File: config.mk
export PLATFORM = sky130hd
export DESIGN_NAME = fetch_ctrl_flat
export DESIGN_NICKNAME = d
export VERILOG_FILES = /design/src/rtl/fetch_ctrl_if.sv /design/src/rtl/fetch_ctrl.sv /design/src/flat_wrapper.sv
export SDC_FILE = /design/constraint.sdc
export NUM_CORES = 1
export LEC_CHECK = 0
export ABC_AREA = 1
export CELL_PAD_IN_SITES_DETAIL_PLACEMENT = 1
export CELL_PAD_IN_SITES_GLOBAL_PLACEMENT = 1
export CORE_MARGIN = 2
export CORE_UTILIZATION = 34
export DETAILED_ROUTE_END_ITERATION = 12
export PLACE_DENSITY_LB_ADDON = 0.1
export SLEW_MARGIN = 40
export SYNTH_ARGS = -nofsm -noshare
export SYNTH_HDL_FRONTEND = slang
export SYNTH_SLANG_ARGS = --single-unit
File: constraint.sdc
create_clock -name clk -period 2.2 [get_ports clk]
set_clock_uncertainty 0.05 [all_clocks]
set_input_delay 0.22 -clock clk [delete_from_list [all_inputs] [get_ports clk]]
set_output_delay 0.22 -clock clk [all_outputs]
set_load 0.01 [all_outputs]
File: src/rtl/fetch_ctrl_if.sv
// Fetch controller bus: redirect/stall control, memory request/response
// channel and the instruction presentation to decode.
interface fetch_ctrl_if #(
  parameter int unsigned ADDR_W = 64,
  parameter int unsigned INST_W = 32
);
  logic              redirect_valid;
  logic [ADDR_W-1:0] redirect_pc;
  logic              stall;
  logic              mem_req_valid;
  logic              mem_req_ready;
  logic [ADDR_W-1:0] mem_req_addr;
  logic              mem_rsp_valid;
  logic [INST_W-1:0] mem_rsp_data;
  logic              inst_valid;
  logic [ADDR_W-1:0] inst_addr;
  logic [INST_W-1:0] inst_data;

  // Fetch controller side
  modport master (
    input  redirect_valid, redirect_pc, stall,
    input  mem_req_ready, mem_rsp_valid, mem_rsp_data,
    output mem_req_valid, mem_req_addr,
    output inst_valid, inst_addr, inst_data
  );

  // Memory / pipeline side
  modport slave (
    output redirect_valid, redirect_pc, stall,
    output mem_req_ready, mem_rsp_valid, mem_rsp_data,
    input  mem_req_valid, mem_req_addr,
    input  inst_valid, inst_addr, inst_data
  );
endinterface

File: src/rtl/fetch_ctrl.sv
// Single-outstanding instruction fetch controller: issues one request,
// waits for its response, presents the instruction to decode, and restarts
// the stream on redirects (in-flight responses are discarded via drop).
module fetch_ctrl #(
  parameter int unsigned       ADDR_W   = 64,
  parameter int unsigned       INST_W   = 32,
  parameter logic [ADDR_W-1:0] RESET_PC = '0
) (
  input logic          clk,
  input logic          rst_n,
  fetch_ctrl_if.master bus
);

  typedef enum logic [1:0] {IDLE, REQ, WAIT, OUT} state_t;

  state_t            state_q, state_d;
  logic [ADDR_W-1:0] pc_q, pc_d;
  logic              drop_q, drop_d;
  logic              inst_valid_q, inst_valid_d;
  logic [ADDR_W-1:0] inst_addr_q, inst_addr_d;
  logic [INST_W-1:0] inst_data_q, inst_data_d;

  // State and datapath registers with asynchronous reset
  always_ff @(posedge clk or negedge rst_n) begin
    if (!rst_n) begin
      state_q      <= IDLE;
      pc_q         <= RESET_PC;
      drop_q       <= 1'b0;
      inst_valid_q <= 1'b0;
      inst_addr_q  <= '0;
      inst_data_q  <= '0;
    end else begin
      state_q      <= state_d;
      pc_q         <= pc_d;
      drop_q       <= drop_d;
      inst_valid_q <= inst_valid_d;
      inst_addr_q  <= inst_addr_d;
      inst_data_q  <= inst_data_d;
    end
  end

  // Next-state logic: redirect outranks response capture and stall
  always_comb begin
    state_d      = state_q;
    pc_d         = pc_q;
    drop_d       = drop_q;
    inst_valid_d = inst_valid_q;
    inst_addr_d  = inst_addr_q;
    inst_data_d  = inst_data_q;
    case (state_q)
      IDLE: begin
        state_d = REQ;
      end
      REQ: begin
        if (bus.redirect_valid) begin
          pc_d = bus.redirect_pc;
        end
        if (bus.mem_req_ready) begin
          state_d = WAIT;
          // The accepted request targets the old pc; discard its response.
          drop_d  = bus.redirect_valid;
        end
      end
      WAIT: begin
        if (bus.redirect_valid) begin
          pc_d = bus.redirect_pc;
          if (bus.mem_rsp_valid) begin
            drop_d  = 1'b0;
            state_d = REQ;
          end else begin
            drop_d = 1'b1;
          end
        end else if (bus.mem_rsp_valid) begin
          if (drop_q) begin
            drop_d  = 1'b0;
            state_d = REQ;
          end else begin
            inst_data_d  = bus.mem_rsp_data;
            inst_addr_d  = pc_q;
            pc_d         = pc_q + ADDR_W'(4);
            inst_valid_d = 1'b1;
            state_d      = OUT;
          end
        end
      end
      OUT: begin
        if (bus.redirect_valid) begin
          pc_d         = bus.redirect_pc;
          inst_valid_d = 1'b0;
          state_d      = REQ;
        end else if (!bus.stall) begin
          inst_valid_d = 1'b0;
          state_d      = REQ;
        end
      end
      default: begin
        state_d = IDLE;
      end
    endcase
  end

  assign bus.mem_req_valid = (state_q == REQ);
  assign bus.mem_req_addr  = pc_q;
  assign bus.inst_valid    = inst_valid_q;
  assign bus.inst_addr     = inst_addr_q;
  assign bus.inst_data     = inst_data_q;

endmodule

File: src/flat_wrapper.sv
// flat-port wrapper written by rule: the top's interface ports become plain ports
module fetch_ctrl_flat 
#(
  parameter int unsigned       ADDR_W   = 64,
  parameter int unsigned       INST_W   = 32,
  parameter logic [ADDR_W-1:0] RESET_PC = '0
)
  (clk, rst_n, bus_redirect_valid, bus_redirect_pc, bus_stall, bus_mem_req_ready, bus_mem_rsp_valid, bus_mem_rsp_data, bus_mem_req_valid, bus_mem_req_addr, bus_inst_valid, bus_inst_addr, bus_inst_data);
  fetch_ctrl_if #(.ADDR_W(ADDR_W), .INST_W(INST_W)) bus_i ();
  input logic clk;
  input logic rst_n;
  input wire logic [$bits(bus_i.redirect_valid)-1:0] bus_redirect_valid;
  input wire logic [$bits(bus_i.redirect_pc)-1:0] bus_redirect_pc;
  input wire logic [$bits(bus_i.stall)-1:0] bus_stall;
  input wire logic [$bits(bus_i.mem_req_ready)-1:0] bus_mem_req_ready;
  input wire logic [$bits(bus_i.mem_rsp_valid)-1:0] bus_mem_rsp_valid;
  input wire logic [$bits(bus_i.mem_rsp_data)-1:0] bus_mem_rsp_data;
  output wire logic [$bits(bus_i.mem_req_valid)-1:0] bus_mem_req_valid;
  output wire logic [$bits(bus_i.mem_req_addr)-1:0] bus_mem_req_addr;
  output wire logic [$bits(bus_i.inst_valid)-1:0] bus_inst_valid;
  output wire logic [$bits(bus_i.inst_addr)-1:0] bus_inst_addr;
  output wire logic [$bits(bus_i.inst_data)-1:0] bus_inst_data;
  assign bus_i.redirect_valid = bus_redirect_valid;
  assign bus_i.redirect_pc = bus_redirect_pc;
  assign bus_i.stall = bus_stall;
  assign bus_i.mem_req_ready = bus_mem_req_ready;
  assign bus_i.mem_rsp_valid = bus_mem_rsp_valid;
  assign bus_i.mem_rsp_data = bus_mem_rsp_data;
  assign bus_mem_req_valid = bus_i.mem_req_valid;
  assign bus_mem_req_addr = bus_i.mem_req_addr;
  assign bus_inst_valid = bus_i.inst_valid;
  assign bus_inst_addr = bus_i.inst_addr;
  assign bus_inst_data = bus_i.inst_data;
  fetch_ctrl #(.ADDR_W(ADDR_W), .INST_W(INST_W), .RESET_PC(RESET_PC)) u_core (.clk(clk), .rst_n(rst_n), .bus(bus_i));
endmodule
# Word level (Yosys, flattened, before mapping)
# Index checks and enable logic that the tools add are counted.
# totals
latchBits	0
register_bits	164
ram_bits	0
inputBits	102
rom_bits	0
mem_count	0
out_inout_bits	162
# op_classes
eq_ne	11
add_sub_neg	1
bitwise_logic	2
div_mod_pow	0
reduce_logical	10
shifts	0
muxes	24
magnitude_cmp	0
n_mul	0
# ops
cell	n
two-way mux 64 bit	4
one-hot mux 64 bit (2 select lines)	1
adder 64 x 3 -> 64 bit, second input constant	1
two-way mux 2 bit	7
two-way mux 1 bit	9
inequality test 3 bit, second input constant	3
inequality test 2 bit, second input constant	4
one-hot mux 2 bit (4 select lines)	1
AND reduction 4 bit	2
AND reduction 3 bit	2
nonzero test 2 bit	3
AND reduction 5 bit	1
== test 2 bit, second input constant	2
one-hot mux 1 bit (2 select lines)	2
== test 2 x 1 -> 1 bit, second input constant	1
logical NOT 2 bit	1
inequality test 2 x 1 -> 1 bit, second input constant	1
NOT 1 bit	2
OR reduction 2 bit	1

# Longest topological paths before layout
# logic_depth
word_depth	5
mapped_depth	13
mapped_depth_nobuf	11

# Least setup slack after synthesis
# Ideal clock, no wire load.
# synth_path
kind	flip-flop to flip-flop
start	register u_core.pc_q[2] (netlist: u_core.bus.mem_req_addr[2])
end	register u_core.pc_q[30] (netlist: u_core.bus.mem_req_addr[30])
stages_incl_launch_ff	10
t_arrival_ns	1.609
path_slack_ns	0.420
t_required_ns	2.029
path_buffers	0
period_less_slack_ns	1.780
path_cell_list	dfrtp_1 -> ha_1 -> nand2_1 -> nor2_4 -> inv_2 -> nor2_2 -> nand2_1 -> xor2_1 -> o21bai_1 -> nand2_1
# synth_via
elab_chain_len	5
# synth_rtl
element	line	text
start: declaration	fetch_ctrl.sv:17	logic [ADDR_W-1:0] pc_q, pc_d;
start signal: assignment	fetch_ctrl.sv:34	pc_q <= pc_d;
adder 64 x 3 -> 64 bit	fetch_ctrl.sv:80	pc_d = pc_q + ADDR_W'(4);
two-way mux 64 bit	fetch_ctrl.sv:74	if (drop_q) begin
two-way mux 64 bit	fetch_ctrl.sv:73	end else if (bus.mem_rsp_valid) begin
two-way mux 64 bit	fetch_ctrl.sv:65	if (bus.redirect_valid) begin
one-hot mux 64 bit (2 select lines)	fetch_ctrl.sv:50	case (state_q)
# No other way between the ends. The select of a mux whose other input is x is not followed.
# A chain may end at the register's enable or synchronous reset.

# Worst setup path after layout
# layout_path
start	register u_core.state_q[0]
end	register u_core.pc_q[35] (netlist: u_core.bus.mem_req_addr[35])
# layout_via
elab_chain_len	4
# layout_rtl
element	line	text
start: declaration	fetch_ctrl.sv:16	state_t state_q, state_d;
start signal: assignment	fetch_ctrl.sv:33	state_q <= state_d;
== test 2 x 1 -> 1 bit / == test 2 bit (equally long branches)	fetch_ctrl.sv:50	
OR reduction 2 bit (no source line)	--	
inequality test 2 x 1 -> 1 bit (no source line) / nonzero test 2 bit (equally long branches)	--	
AND reduction 4 bit (no source line)	--	
# Several ways; a longest one is shown, not always the timed one.

==> qor.log <==
INFO  status         status=complete, no violations
INFO  power_and_ir_drop power.total=17.12mW
INFO  global_routing globalRoute.totalOverflow=0
INFO  min_path       min_path_type=in2async
INFO  power_and_ir_drop vdd_ir_drop_max=497.2uV
INFO  critical_path  critical_path_arrival=2.36ns
INFO  floorplan      chipWidth=168.5um
INFO  floorplan      ios=264
INFO  sta            setup-violations-final=0
INFO  sta            fin_tns_setup=0ns
INFO  synth          ys_async_sr_fraction=100.0%
INFO  floorplan      core_region_area=26730um2
INFO  clocking       cts_num_sinks=164
INFO  synth          mappedNetlistNets=1350
INFO  synth          synth_cells=1244
INFO  critical_path  worst_ep_required_time=2.53ns
INFO  critical_path  reg2reg_from=u_core.state_q[0]
INFO  sta            finalWorstSetupSlack=0.1736ns
INFO  synth          yosysWarnings=0
INFO  clocking       clockBufferDepth=2
INFO  final_layout   sequential_cell_area=4104um2
INFO  flow_run       drv_cap=0
INFO  detailed_routing route.detailed.wl_per_inst=18.72um
INFO  placement      port_buffers=263
INFO  sta            timing.final.crit_period=2.026ns
INFO  sta            final_max_slew_viol_count=0
INFO  clocking       post-cts-setup-buffers=0
INFO  placement      worst_setup_slack_post_dpl=0.1170ns
INFO  power_and_ir_drop power.static_leakage=5.971nW
INFO  final_layout   multiInputGateArea=4412um2
INFO  detailed_routing drt_iter0_drc=557
INFO  critical_path  crit_path_start_kind=register
INFO  critical_path  crit_path_start=u_core.state_q[0]
INFO  synth          synth.top_cell.area_share=44.62%
INFO  global_routing grt_start_max_net_pins=72
INFO  clocking       cts_buffers=17
INFO  sta            max_clock_freq=0.4935GHz
INFO  final_layout   antenna_cells=0
INFO  critical_path  cp-endpoint=u_core.bus.mem_req_addr[35]
INFO  detailed_routing routed-via-count=9338
INFO  clocking       cts_root_buffer=sky130_fd_sc_hd__clkbuf_16
INFO  critical_path  regToRegEndpoint=u_core.bus.mem_req_addr[35]
INFO  placement      place_congestion=0.9069
INFO  global_routing gr-usage-all-layers=25.18%
INFO  clocking       clk_transition_reported_paths=0.08ns
INFO  critical_path  worstPathMaxFanout=19
INFO  detailed_routing drt_pass1_iterations=5
INFO  synth          synthFlopType=sky130_fd_sc_hd__dfrtp_1
INFO  global_routing initial_antenna_violation_count=0
INFO  sta            maxSlewHeadroom=59.99%
INFO  synth          syn-mean-instance-area=7.394um2
INFO  global_routing grt_pass1_wl=55.43mm
INFO  detailed_routing wl_met1=16.78mm
INFO  critical_path  worst_setup_path_end_kind=register
INFO  synth          synth_seq_area_share=44.62%
INFO  critical_path  rr_worst_depth=10
INFO  final_layout   fill_cells=3283
INFO  floorplan      die_area=28380um2
INFO  detailed_routing wirelength=35.09mm
INFO  floorplan      initial_core_utilization=34.41%
INFO  clocking       clock_tree.htree_level_count=4
INFO  detailed_routing ant_nets=0
INFO  final_layout   layout.nets=1627
INFO  floorplan      die_y=168.5um
INFO  synth          yosys.cell_types.count=36
INFO  sta            max_slew.worst_pin.slew=0.5956ns
INFO  detailed_routing top_layer=met4
INFO  critical_path  worst-r2r-setup-slack=0.17ns
INFO  synth          synth_most_common_cell=sky130_fd_sc_hd__nand2_1
INFO  synth          netlist_area=9198um2
INFO  synth          synth_largest_area_cell=sky130_fd_sc_hd__dfrtp_1
INFO  sta            rsz0062_at_grt=false
INFO  synth          post_synth_main_area_contributors=sky130_fd_sc_hd__dfrtp_1 (45%), sky130_fd_sc_hd__nand2_1 (15%), sky130_fd_sc_hd__nor2_1 (7.3%)
INFO  clocking       clock_insertion_delay_worst_skew=0.43ns
INFO  power_and_ir_drop p_per_area=1310nW/um2
INFO  global_routing grt_pass1_vias=9582
INFO  synth          yosys_register_bits=164
INFO  critical_path  critical_path_class=reg2reg
INFO  final_layout   post_route_cells_drive_above_1_share=10.37%
INFO  final_layout   syn2layout_area_growth=42.09%
INFO  detailed_routing route.met2.wl=16.14mm
INFO  clocking       clock_tree_from_tritoncts=done
INFO  sta            final-hold-violation-count=0
INFO  detailed_routing post_drt_via_cell_ratio=4.980
INFO  detailed_routing routed-wl-met3=1.740mm
INFO  sta            layout_worst_path_cycle_share=92.11%
INFO  synth          synth.top_cells.by_count=sky130_fd_sc_hd__nand2_1 (373), sky130_fd_sc_hd__nor2_1 (179), sky130_fd_sc_hd__dfrtp_1 (164)
INFO  placement      hpwl=27.63mm
INFO  synth          synth-edff-count=0
INFO  floorplan      num_rows=60
INFO  detailed_routing drt_drc_violations_left=0
## worst max-delay path, cell delays in order (launching register included)
cell	delay [ns]
sky130_fd_sc_hd__dfrtp_1	0.40
sky130_fd_sc_hd__ha_1	0.25
sky130_fd_sc_hd__nor2_2	0.17
sky130_fd_sc_hd__nand2_1	0.18
sky130_fd_sc_hd__inv_4	0.20
sky130_fd_sc_hd__buf_12	0.20
sky130_fd_sc_hd__buf_12	0.15
sky130_fd_sc_hd__nor2_1	0.05
sky130_fd_sc_hd__nor2_1	0.15
sky130_fd_sc_hd__nand2_1	0.08
sky130_fd_sc_hd__nand2_1	0.06
## final cells by class
| cell class | count | share of cell area, % |
|---|---|---|
| clock inverters | 15 | 1.063 |
| multi-input cells | 908 | 33.76 |
| flip-flops and latches | 164 | 31.40 |
| clock buffers | 17 | 3.255 |
| repair buffers | 302 | 23.56 |
| inverters | 128 | 3.696 |
| well taps | 341 | 3.265 |
## where the power goes
part / leakage (nW) / internal, mW / switching (mW)
Clock: 0.275 / 1.50 / 1.52
Combinational: 3.63 / 4.07 / 4.37
Sequential: 2.06 / 4.30 / 1.35
Total: 5.97 / 9.88 / 7.24
## registers in the layout, indices dropped and copies added, names as in the netlist
| signal | cells |
|---|---|
| u_core.bus.inst_addr | 64 |
| u_core.state_q | 2 |
| u_core.bus.inst_valid | 1 |
| u_core.drop_q | 1 |
| u_core.bus.inst_data | 32 |
| u_core.bus.mem_req_addr | 64 |
## metal layers
metal | global-route usage, % | up-vias
met5 | 0 | -
met4 | 5.735 | 0
met3 | 3.811 | 27
met2 | 40.60 | 252
met1 | 35.84 | 4549
li1 | - | 4510
## worst min path at each step
stage | startpoint | end | slack [ns] | depth (start not counted)
6_report | rst_n | u_core.bus.inst_data[23] | 0.25 | 2
5_1_grt | rst_n | u_core.bus.inst_data[23] | 0.29 | 2
4_1_cts | rst_n | u_core.bus.inst_data[22] | 0.27 | 2
3_5_place_dp | rst_n | u_core.bus.inst_data[22] | 0.17 | 1
3_3_place_gp | rst_n | u_core.bus.inst_data[22] | 0.17 | 1
2_1_floorplan | rst_n | u_core.bus.inst_addr[0] | -0.13 | 0
## metrics by stage
step / hold slack [ns] / util (%) / std cells / cell area (um2)
6_report: 0.2498 / 48.90 / 1875 / 13070
5_1_grt: 0.2943 / 48.90 / 1875 / 13070
2_1_floorplan: -0.1256 / - / 1244 / 9198
4_1_cts: 0.2737 / 48.87 / 1875 / 13060
3_5_place_dp: 0.1725 / 46.72 / 1842 / 12490
3_3_place_gp: 0.1680 / 46.72 / 1842 / 12490
## cell families after synthesis
family                   after synthesis  share of synthesized area, %
AO/OA/AOI/OAI                        166                         9.604
XOR/XNOR                               9                        0.8571
adder cells (fa/ha/maj)                4                        0.5442
buffers and inverters                172                         7.577
flip-flops                           164                         44.62
multiplexers                          38                         4.652
AND/OR/NAND/NOR                      691                         32.15
## cell usage in the layout (no fill, tap or decap), types with 2 or more instances in the layout
| master | n |
|---|---|
| sky130_fd_sc_hd__o21ai_1 | 10 |
| sky130_fd_sc_hd__ha_1 | 3 |
| sky130_fd_sc_hd__inv_2 | 5 |
| sky130_fd_sc_hd__o21bai_1 | 5 |
| sky130_fd_sc_hd__xor2_1 | 9 |
| sky130_fd_sc_hd__mux2_2 | 38 |
| sky130_fd_sc_hd__nand4_1 | 19 |
| sky130_fd_sc_hd__nand2_1 | 372 |
| sky130_fd_sc_hd__nand3_1 | 72 |
| sky130_fd_sc_hd__buf_4 | 26 |
| sky130_fd_sc_hd__nor3_1 | 5 |
| sky130_fd_sc_hd__clkbuf_16 | 17 |
| sky130_fd_sc_hd__clkinv_2 | 2 |
| sky130_fd_sc_hd__a31oi_1 | 4 |
| sky130_fd_sc_hd__dfrtp_1 | 164 |
| sky130_fd_sc_hd__buf_12 | 12 |
| sky130_fd_sc_hd__nor2_1 | 178 |
| sky130_fd_sc_hd__or2_2 | 2 |
| sky130_fd_sc_hd__nor2_4 | 12 |
| sky130_fd_sc_hd__clkinvlp_4 | 2 |
| sky130_fd_sc_hd__inv_8 | 4 |
| sky130_fd_sc_hd__clkdlybuf4s50_1 | 262 |
| sky130_fd_sc_hd__nand2_4 | 5 |
| sky130_fd_sc_hd__inv_6 | 5 |
| sky130_fd_sc_hd__a21oi_1 | 23 |
| sky130_fd_sc_hd__o22ai_1 | 8 |
| sky130_fd_sc_hd__inv_1 | 122 |
| sky130_fd_sc_hd__o21ai_0 | 107 |
| sky130_fd_sc_hd__a22oi_1 | 7 |
| sky130_fd_sc_hd__nand2_2 | 7 |
| sky130_fd_sc_hd__nor2_2 | 12 |
## timing repair
item	4_1_cts	5_1_grt
gates resized for setup	0	3
endpoints found under the setup margin	0	9
hold buffers	1	0
hold endpoints to repair	50	0
Note: power is estimated with default switching activity, not from simulation.
